<file path="config.mk">
export PLATFORM = sky130hd
export DESIGN_NAME = move_button_conditioner
export DESIGN_NICKNAME = d
export VERILOG_FILES = /design/src/rtl/move_button_conditioner.sv
export SDC_FILE = /design/constraint.sdc
export NUM_CORES = 1
export LEC_CHECK = 0
export ABC_CLOCK_PERIOD_IN_PS = 1900
export BUFFER_PORTS_ARGS = -buffer_cell sky130_fd_sc_hd__buf_4
export CELL_PAD_IN_SITES_DETAIL_PLACEMENT = 0
export CELL_PAD_IN_SITES_GLOBAL_PLACEMENT = 1
export CORE_ASPECT_RATIO = 0.7
export CORE_UTILIZATION = 51
export DETAILED_ROUTE_END_ITERATION = 16
export GPL_TIMING_DRIVEN = 0
export PLACE_DENSITY_LB_ADDON = 0.2
export SETUP_SLACK_MARGIN = 0.3
export SYNTH_ARGS = -nofsm -noshare
export SYNTH_HDL_FRONTEND = slang
export SYNTH_SLANG_ARGS = --single-unit
</file>
<file path="constraint.sdc">
create_clock -name clk -period 1.9 [get_ports clk]
set_input_delay 0.38 -clock clk [delete_from_list [all_inputs] [get_ports clk]]
set_output_delay 0.38 -clock clk [all_outputs]
set_load 0.01 [all_outputs]
</file>
<file path="src/rtl/move_button_conditioner.sv">
// ---------------------------------------------------------------------------
// move_button_conditioner
//
// Conditions four raw active-low pushbuttons into single-cycle, active-low
// move strobes for the cursor controller. Each button is synchronized with
// two flops and debounced with its own counter. A debounced press produces
// one strobe on the following edge. Simultaneous presses are resolved by
// priority up > down > left > right, and the losers are dropped.
//
// Optional feature (compile-time macro AUTO_REPEAT_EN): a held button
// auto-repeats. The first repeat comes REPEAT_DELAY cycles after the strobed
// press, and later repeats follow every REPEAT_PERIOD cycles.
//
// Ports
//   clk          system clock, rising edge
//   rst          asynchronous, active-low reset
//   btn_up_n     raw pushbutton, active-low (also down/left/right)
//   move_up      registered strobe, active-low, one cycle (also down/left/right)
//
// Parameters
//   DEBOUNCE_CYCLES  stable synchronized cycles needed to accept a change (1..65535)
//   REPEAT_DELAY     hold time before the first repeat strobe (>= 1)
//   REPEAT_PERIOD    spacing of subsequent repeat strobes (>= 1)
// ---------------------------------------------------------------------------
module move_button_conditioner #(
   parameter int DEBOUNCE_CYCLES = 16,
   parameter int REPEAT_DELAY    = 50,
   parameter int REPEAT_PERIOD   = 25
) (
   input  logic clk,
   input  logic rst,
   input  logic btn_up_n,
   input  logic btn_down_n,
   input  logic btn_left_n,
   input  logic btn_right_n,
   output logic move_up,
   output logic move_down,
   output logic move_left,
   output logic move_right
);

   localparam int              DB_W    = $clog2(DEBOUNCE_CYCLES + 1);
   // The counter value seen on the edge that completes the stable window.
   localparam logic [DB_W-1:0] DB_LAST = DB_W'(DEBOUNCE_CYCLES - 1);

   // Bit order everywhere: 0 = up, 1 = down, 2 = left, 3 = right.
   logic [3:0] raw_n;
   logic [3:0] press;
   logic [3:0] press_sel;
   logic [3:0] strobe_n_q;

   assign raw_n = {btn_right_n, btn_left_n, btn_down_n, btn_up_n};

`ifdef AUTO_REPEAT_EN
   logic [3:0] release_evt;
`endif

   generate
      for (genvar gi = 0; gi < 4; gi++) begin : g_btn
         logic            sync1_q;
         logic            sync2_q;
         logic            deb_q;
         logic            deb_prev_q;
         logic [DB_W-1:0] db_cnt_q;

         always_ff @(posedge clk or negedge rst) begin
            if (!rst) begin
               sync1_q    <= 1'b1;
               sync2_q    <= 1'b1;
               deb_q      <= 1'b1;
               deb_prev_q <= 1'b1;
               db_cnt_q   <= '0;
            end else begin
               sync1_q    <= raw_n[gi];
               sync2_q    <= sync1_q;
               deb_prev_q <= deb_q;
               if (sync2_q == deb_q) begin
                  db_cnt_q <= '0;
               end else if (db_cnt_q == DB_LAST) begin
                  deb_q    <= sync2_q;
                  db_cnt_q <= '0;
               end else begin
                  db_cnt_q <= db_cnt_q + 1'b1;
               end
            end
         end

         // Events are taken one cycle after the debounced level moves, so
         // the strobe lands on the edge after the change.
         assign press[gi] = deb_prev_q & ~deb_q;
`ifdef AUTO_REPEAT_EN
         assign release_evt[gi] = ~deb_prev_q & deb_q;
`endif
      end
   endgenerate

   // Fixed priority: only the highest-priority press of a cycle survives.
   always_comb begin
      press_sel = 4'b0000;
      if (press[0])      press_sel = 4'b0001;
      else if (press[1]) press_sel = 4'b0010;
      else if (press[2]) press_sel = 4'b0100;
      else if (press[3]) press_sel = 4'b1000;
   end

`ifdef AUTO_REPEAT_EN
   localparam int RPT_MAX = (REPEAT_DELAY > REPEAT_PERIOD) ? REPEAT_DELAY : REPEAT_PERIOD;
   localparam int RPT_W   = $clog2(RPT_MAX + 1);
   localparam logic [RPT_W-1:0] DELAY_LAST  = RPT_W'(REPEAT_DELAY - 1);
   localparam logic [RPT_W-1:0] PERIOD_LAST = RPT_W'(REPEAT_PERIOD - 1);

   typedef enum logic [1:0] {
      ST_IDLE   = 2'd0,
      ST_HOLD   = 2'd1,
      ST_REPEAT = 2'd2
   } state_t;

   state_t           state_q;
   logic [1:0]       active_q;
   logic [RPT_W-1:0] rpt_cnt_q;
   logic [1:0]       press_dir;
   logic [RPT_W-1:0] rpt_last;

   always_comb begin
      press_dir = 2'd0;
      if (press[0])      press_dir = 2'd0;
      else if (press[1]) press_dir = 2'd1;
      else if (press[2]) press_dir = 2'd2;
      else if (press[3]) press_dir = 2'd3;
   end

   assign rpt_last = (state_q == ST_HOLD) ? DELAY_LAST : PERIOD_LAST;

   always_ff @(posedge clk or negedge rst) begin
      if (!rst) begin
         state_q    <= ST_IDLE;
         active_q   <= 2'd0;
         rpt_cnt_q  <= '0;
         strobe_n_q <= 4'hF;
      end else begin
         strobe_n_q <= 4'hF;
         if (|press) begin
            // A new press always wins over a pending repeat and becomes active.
            strobe_n_q <= ~press_sel;
            active_q   <= press_dir;
            state_q    <= ST_HOLD;
            rpt_cnt_q  <= '0;
         end else begin
            case (state_q)
               ST_HOLD, ST_REPEAT: begin
                  if (release_evt[active_q]) begin
                     // Release beats a repeat that would fire this same edge.
                     state_q   <= ST_IDLE;
                     rpt_cnt_q <= '0;
                  end else if (rpt_cnt_q == rpt_last) begin
                     strobe_n_q[active_q] <= 1'b0;
                     state_q              <= ST_REPEAT;
                     rpt_cnt_q            <= '0;
                  end else begin
                     rpt_cnt_q <= rpt_cnt_q + 1'b1;
                  end
               end
               default: begin
                  state_q   <= ST_IDLE;
                  rpt_cnt_q <= '0;
               end
            endcase
         end
      end
   end
`else
   always_ff @(posedge clk or negedge rst) begin
      if (!rst) begin
         strobe_n_q <= 4'hF;
      end else begin
         strobe_n_q <= ~press_sel;
      end
   end
`endif

   assign move_up    = strobe_n_q[0];
   assign move_down  = strobe_n_q[1];
   assign move_left  = strobe_n_q[2];
   assign move_right = strobe_n_q[3];

endmodule

</file>
After elaboration in Yosys (flattened, before gate mapping)

Cells that the tools add are included.

Logic and storage cells: 62
Output and inout port bits: 4
Bits of input ports: 6
Bits in registers: 40

Add/subtract/negate cells: 4
Bitwise gates (word level): 13
Mux-type cells: 12
Reductions and logical operators: 4
Equality and inequality tests: 8

Operators with widths:

| operator                                       | number |
|---|---|
| two-way mux 5 bit                              | 8 |
| adder 5 x 1 -> 5 bit (second input constant)   | 4 |
| == test 5 x 4 -> 1 bit (second input constant) | 4 |
| two-way mux 4 bit                              | 4 |
| NOT 1 bit                                      | 8 |
| AND reduction 2 bit                            | 4 |
| bitwise AND 1 bit                              | 4 |
| == test 1 bit                                  | 4 |
| NOT 4 bit                                      | 1 |

Logic depth before layout (Yosys ltp)

Gate-level depths: netlist of run 1.

Depth in word-level cells: 7
Depth in mapped cells: 4
Mapped depth without buffers: 4

Least setup slack after synthesis of run 1

OpenSTA, ideal clock, no wires.

Kind: register to register
Start: reg g_btn[0].db_cnt_q[0]
End: reg g_btn[0].deb_q
Arrival time: 1,042 ps
Required time: 1,815 ps
Setup slack: 773 ps
Cell stages (with the launch flop): 5
Path buffers: 0
Clock period less this slack: 1,127 ps
Setup time: 85 ps
Path through: dfrtp_1 > ha_1 > nand3_2 > nor2_1 > mux2_1

Word-level cells in the longest chain between the ends: 2

RTL lines:

| item                          | line | text |
|---|---|---|
| from (decl)                   | 64   | `logic [DB_W-1:0] db_cnt_q;` |
| from (signal assigned)        | 83   | `db_cnt_q <= db_cnt_q + 1'b1;` |
| == test 5 x 4 -> 1 bit        | 79   | `end else if (db_cnt_q == DB_LAST) begin` |
| AND reduction 2 bit (no line) | -    |  |
| to (signal assigned)          | 80   | `deb_q <= sync2_q;` |
| to (decl)                     | 62   | `logic deb_q;` |

No other way between the ends.
A chain may end at the register's enable or synchronous reset.

Final worst setup path of run 1

Start: reg strobe_n_q[2]
End: out move_left

RTL lines:

| item                   | line | text |
|---|---|---|
| from (decl)            | 50   | `logic [3:0] strobe_n_q;` |
| from (signal assigned) | 176  | `strobe_n_q <= ~press_sel;` |
| to (decl)              | 38   | `output logic move_left,` |

No word-level cell between the ends.

==> summary.txt, run 1 <==
Clock Latency Late Sink = 0.29 ns
net count after synthesis = 117
gpl congestion = 0.736
Vias/cell = 4.83
most frequent cells in the layout = dfrtp_1, dfstp_2, nor2_1, xor2_1, buf_4
CP endpoint kind = output port
Max Fclk = 773 MHz
Crit path max-delay family = flip-flops
Register-to-Register Path Depth = 4
Layout area overhead = 13.8%
setup TNS = 0 ns
Max Cap Viol = 0
total global-route track usage = 15.9%
Placeable Area = 2610 µm²
Ports = 10
worst vdd ir = 0.522 mV
Initial Utilization = 56.8%
share of post-route cells with drive strength above 1 = 34.7%
Synthesis Warnings = 0
Hold WC Path Type = input pin to async pin
WL final = 1900 µm
die area = 3130 µm²
Die X = 66.4 µm
Hold Fails Final Rpt = 0
critical path type = flip-flop to output port
arrival time at the worst endpoint = 0.91 ns
Port Buffers = 9
H-tree Lvls = 2
number of synthesized register bits = 40
Worst-Margin Slew = 0.471 ns
CTS tree = built
routed wl met2 = 789 µm
Tcrit/Tclk final = 68.1%
Max Used Layer = met4
number of distinct library cells after synthesis = 19
cell count after synthesis = 107
CP peak stage delay = 0.52 ns
post-DP HPWL = 1240 µm
post-layout util = 64.6%
# DRC = 0
max_slew headroom = 68.6%
initial DRC count = 27
min setup slack post-route = 0.606 ns
crit-path cells = buf_4
P per Cell Area = 922 nW/µm²
# nets final = 133
startpoint types = flip-flop
post-DR wirelength/cell = 12.0 µm
Critical Path RT = 1.52 ns
Placement Setup Slack = 0.652 ns
vias in the first global route = 763
max-slew violations = 0
first-pass GRT wire length = 3320 µm
GR Overflow Total = 0
Sink Count = 40
Final setup viols = 0
# diodes = 0
drt first pass iters = 3
CP max-delay cell = dfstp_2
clk_skew = 0.00452 ns
clk buf depth = 2
Synth Area per Inst = 13.8 µm²
leak pwr = 0.809 nW
register area share after synthesis = 69.3%
Setup Buffers After CTS = 0
Cell Count, Final, Fillers Out = 158
# rows = 15
DR vias = 763
Root Buffer = clkbuf_8
r2r setup slk = 0.65 ns
synthesized area = 1480 µm²
Chip Height = 47.1 µm
unrepaired setup endpoints after global routing = no
WP depth = 1
Post-Place Cells = 150
minimum clock period = 1.29 ns
CTS Hold Bufs = 0
Antenna Violating Nets Remaining = 0
CTS clock-pin slew for the worst setup and hold paths = 0.07 ns
WL met3 = 76 µm
status = finished, final reports clean
crit path buf inv count = 1
antenna violations before repair = 0
clock buffer count from CTS = 5
largest net degree at the start of global routing = 41
Crit Path Max Fanout = 1
CTS resizes = 0
Metal-1 WL = 990 µm
## per-layer routing
layer / up-vias / global-route usage, %
met2: 11 / 21.6
met4: 0 / 8.94
met1: 371 / 20.3
met3: 5 / 8.74
li1: 376 / -
met5: - / 0
## worst paths after layout
check / from / end
min in group clk: btn_right_n / g_btn[3].sync1_q
max reg2reg: g_btn[3].db_cnt_q[0] / g_btn[3].deb_q
min: rst / g_btn[0].db_cnt_q[2]
max in group asynchronous: rst / g_btn[2].sync2_q
max: strobe_n_q[2] / move_left
min reg2reg: g_btn[0].sync1_q / g_btn[0].sync2_q
## sequential cells by signal, indices dropped and copies added, names as in the netlist
name / cells
g_btn.db_cnt_q: 20
g_btn.deb_q: 4
g_btn.sync1_q: 4
g_btn.sync2_q: 4
g_btn.deb_prev_q: 4
strobe_n_q: 4
## through the flow
stage	total power, mW	cell area (µm²)	hold slack (ns)
finish	1.55	1690	0.0456
global route	1.62	1690	0.0733
CTS	1.57	1690	0.0591
detailed placement	0.994	1590	0.348
global placement	0.989	1590	0.346
floorplan	0.958	1480	0.0844
## cell families after synthesis
group	Yosys count	share of synthesized area (%)
buffers and inverters	4	1.01
adders and majority gates	4	3.38
AOI/OAI and AO/OA	5	2.20
xor gates and xnor gates	12	7.09
muxes	4	3.04
and+or+nand+nor	38	14.0
DFF	40	69.3
## synthesized netlist by cell type (all sizes together)
cell type	n	area [µm²]
dfrtp	20	500
dfstp	20	526
nor2	15	61.3
xor2	12	105
nand3	8	55.1
and2	5	31.3
and3	4	25.0
ha	4	50.1
inv	4	15.0
mux2	4	45.0
o21ai	4	27.5
nand2	2	7.51
nand2b	2	12.5
a21oi	1	5.00
nand4b	1	8.76
nor2b	1	6.26
## area by class of cell
cell class | instances | area [µm²]
tap | 34 | 42.5
inverter | 4 | 15.0
sequential | 40 | 1030
multi-input combinational | 63 | 440
timing repair buffer | 9 | 67.6
fill | 188 | 923
clock buffer | 7 | 86.3
clock inverter | 1 | 7.51
## report_power, final
part	switching (mW)	leakage [nW]	internal, mW
clock	0.283	0.0445	0.295
sequential	0.0202	0.478	0.889
combinational	0.0393	0.287	0.0285
Power figures use the tool's default switching activity.
==> run 2: changes to the inputs <==
--- a/config.mk
+++ b/config.mk
@@ -5,12 +5,12 @@
 export SDC_FILE = /design/constraint.sdc
 export NUM_CORES = 1
 export LEC_CHECK = 0
-export ABC_CLOCK_PERIOD_IN_PS = 1900
+export ABC_CLOCK_PERIOD_IN_PS = 1400
 export BUFFER_PORTS_ARGS = -buffer_cell sky130_fd_sc_hd__buf_4
 export CELL_PAD_IN_SITES_DETAIL_PLACEMENT = 0
 export CELL_PAD_IN_SITES_GLOBAL_PLACEMENT = 1
 export CORE_ASPECT_RATIO = 0.7
-export CORE_UTILIZATION = 51
+export CORE_UTILIZATION = 48
 export DETAILED_ROUTE_END_ITERATION = 16
 export GPL_TIMING_DRIVEN = 0
 export PLACE_DENSITY_LB_ADDON = 0.2
==> constraint.sdc (replaced) <==
create_clock -name clk -period 1.4 [get_ports clk]
set_input_delay 0.28 -clock clk [delete_from_list [all_inputs] [get_ports clk]]
set_output_delay 0.28 -clock clk [all_outputs]
set_load 0.01 [all_outputs]
==> summary.txt, run 2 (synthesis results as in run 1) <==
gpl congestion = 0.725 (-1.5%)
Layout area overhead = 31.1%
crit-path cells = buf_6
GR Overflow Total = 0 (unchanged)
Comb pwr share = 6.7% (+2.3 points)
# diodes = 0 (unchanged)
Initial Utilization = 51.7% (-5.0 points)
# DRC = 0 (unchanged)
unrepaired setup endpoints after global routing = yes
max_slew headroom = 67.6% (-0.98 points)
WL final = 2190 µm (+15%)
# rows = 16 (+1)
Clk pwr share = 35.6% (-1.5 points)
Sw Share = 21.7% (-0.30 points)
most frequent cells in the layout = dfrtp_1, dfstp_2, buf_4, nor2_1, xor2_1
Tcrit/Tclk final = 85.2%
# nets final = 148 (+11%)
Area after DPL = 1610 µm² (+1.1%)
clock buffer count from CTS = 5 (unchanged)
Chip Height = 48.5 µm (+3.0%)
CP max-delay cell = dfstp_2
filler instances = 212 (+13%)
Sink Count = 40 (unchanged)
total global-route track usage = 16.3% (+0.37 points)
Placeable Area = 2860 µm² (+9.7%)
Max Fclk = 838 MHz
CP endpoint kind = output port
Ports = 10 (unchanged)
Pint = 1.68 mW (+39%)
max reg flops = 20 (unchanged)
die area = 3320 µm² (+6.0%)
Crit Path Max Fanout = 1 (unchanged)
leak pwr = 0.881 nW (+8.8%)
Crit path max-delay family = flip-flops
startpoint types = flip-flop
Max Used Layer = met4
antenna violations before repair = 0 (unchanged)
largest net degree at the start of global routing = 41 (unchanged)
post-DP HPWL = 1380 µm (+11%)
max-slew violations = 0 (unchanged)
arrival time at the worst endpoint = 0.91 ns (about the same)
CTS tree = built
CTS clock-pin slew for the worst setup and hold paths = 0.08 ns (about the same)
critical path type = flip-flop to output port
Antenna Violating Nets Remaining = 0 (unchanged)
Critical Path RT = 1.12 ns (-0.40 ns)
CP peak stage delay = 0.53 ns (about the same)
crit path buf inv count = 1 (unchanged)
DR vias = 843 (+10%)
Metal-1 WL = 992 µm (+0.20%)
Clock Latency Late Sink = 0.29 ns (about the same)
Worst-Margin Slew = 0.486 ns (+0.0147 ns)
routed wl met2 = 1080 µm (+37%)
H-tree Lvls = 2 (unchanged)
vias in the first global route = 891 (+17%)
clk_skew = 0.00787 ns (+0.00335 ns)
status = finished, final reports clean
Most flops, register = g_btn.db_cnt_q
minimum clock period = 1.19 ns
Switch Pwr = 0.467 mW (+36%)
Hold Fails Final Rpt = 0 (unchanged)
clk buf depth = 2 (unchanged)
sequential power share = 57.7% (-0.8 points)
share of post-route cells with drive strength above 1 = 54.7% (+20 points)
drt first pass iters = 4 (+1)
Max Cap Viol = 0 (unchanged)
worst vdd ir = 0.779 mV (+49%)
Root Buffer = clkbuf_8
Vias/cell = 4.82 (-0.25%)
Hold WC Path Type = input pin to flip-flop
post-DR wirelength/cell = 12.5 µm (+3.8%)
initial DRC count = 20 (-26%)
first-pass GRT wire length = 3810 µm (+15%)
Final setup viols = 0 (unchanged)
Port Buffers = 9 (unchanged)
P per Cell Area = 1110 nW/µm² (+20%)
Die X = 68.4 µm (+3.0%)
WL met3 = 77 µm (+1.3%)
final instance area = 1940 µm² (+15%)
setup TNS = 0 ns (unchanged)
## run 2: layout make-up
type	count	area, µm²	area share [%]
Sequential cell	40	1030	52.8
Clock buffer	7	86.3	4.45
Clock inverter	1	7.51	0.387
Multi-Input combinational cell	63	561	28.9
Timing Repair Buffer	24	201	10.4
Inverter	4	15.0	0.773
Tap cell	36	45.0	2.32
## run 2: final timing paths
check                                     start                    to  slack, ns  depth (start not counted)
setup / recovery                  strobe_n_q[2]             move_left       0.21                          1
hold / removal                         btn_up_n      g_btn[0].sync1_q       0.09                          1
setup reg to reg           g_btn[1].db_cnt_q[0]        g_btn[1].deb_q       0.23                          4
hold reg to reg                g_btn[3].sync1_q      g_btn[3].sync2_q       0.35                          0
max in group asynchronous                   rst        g_btn[2].deb_q       0.53                          2
min in group asynchronous                   rst  g_btn[0].db_cnt_q[2]       0.50                          2
## run 2: what timing repair did
| action | 4_1_cts | 5_1_grt |
|---|---|---|
| cloned | 0 | 0 |
| endpoints found under the setup margin | 17 | 21 |
| hold endpoints to repair | 20 | 0 |
| pin swaps | 4 | 13 |
| setup buffers | 6 | 8 |
| hold buffers | 1 | 0 |
| gates resized for setup | 13 | 12 |
## run 2: per-layer routing
layer | up-vias | GRT usage, %
li1 | 407 | -
met1 | 419 | 19.7
met2 | 12 | 25.3
met3 | 5 | 6.37
met4 | 0 | 7.29
met5 | - | 0
## run 2: power groups by stage
stage / combinational [mW] / clock [mW] / sequential [mW]
after global placement: 0.0939 / 0 / 1.25
after global routing: 0.167 / 0.837 / 1.25
after floorplan: 0.0544 / 0 / 1.25
final: 0.144 / 0.766 / 1.24
after CTS: 0.125 / 0.794 / 1.24
after detailed placement: 0.0989 / 0 / 1.26
## run 2: metrics by stage
stage               hold slack, ns  instances  total power [mW]  setup WS [ns]  utilization (%)
floorplan                  -0.0156        107              1.30          0.278                -
global placement             0.267        152              1.35          0.212             56.2
detailed placement           0.275        152              1.35          0.144             56.2
CTS                         0.0855        167              2.16          0.192             63.7
global route                0.0791        175              2.25          0.165             67.8
finish                      0.0931        175              2.15          0.207             67.8
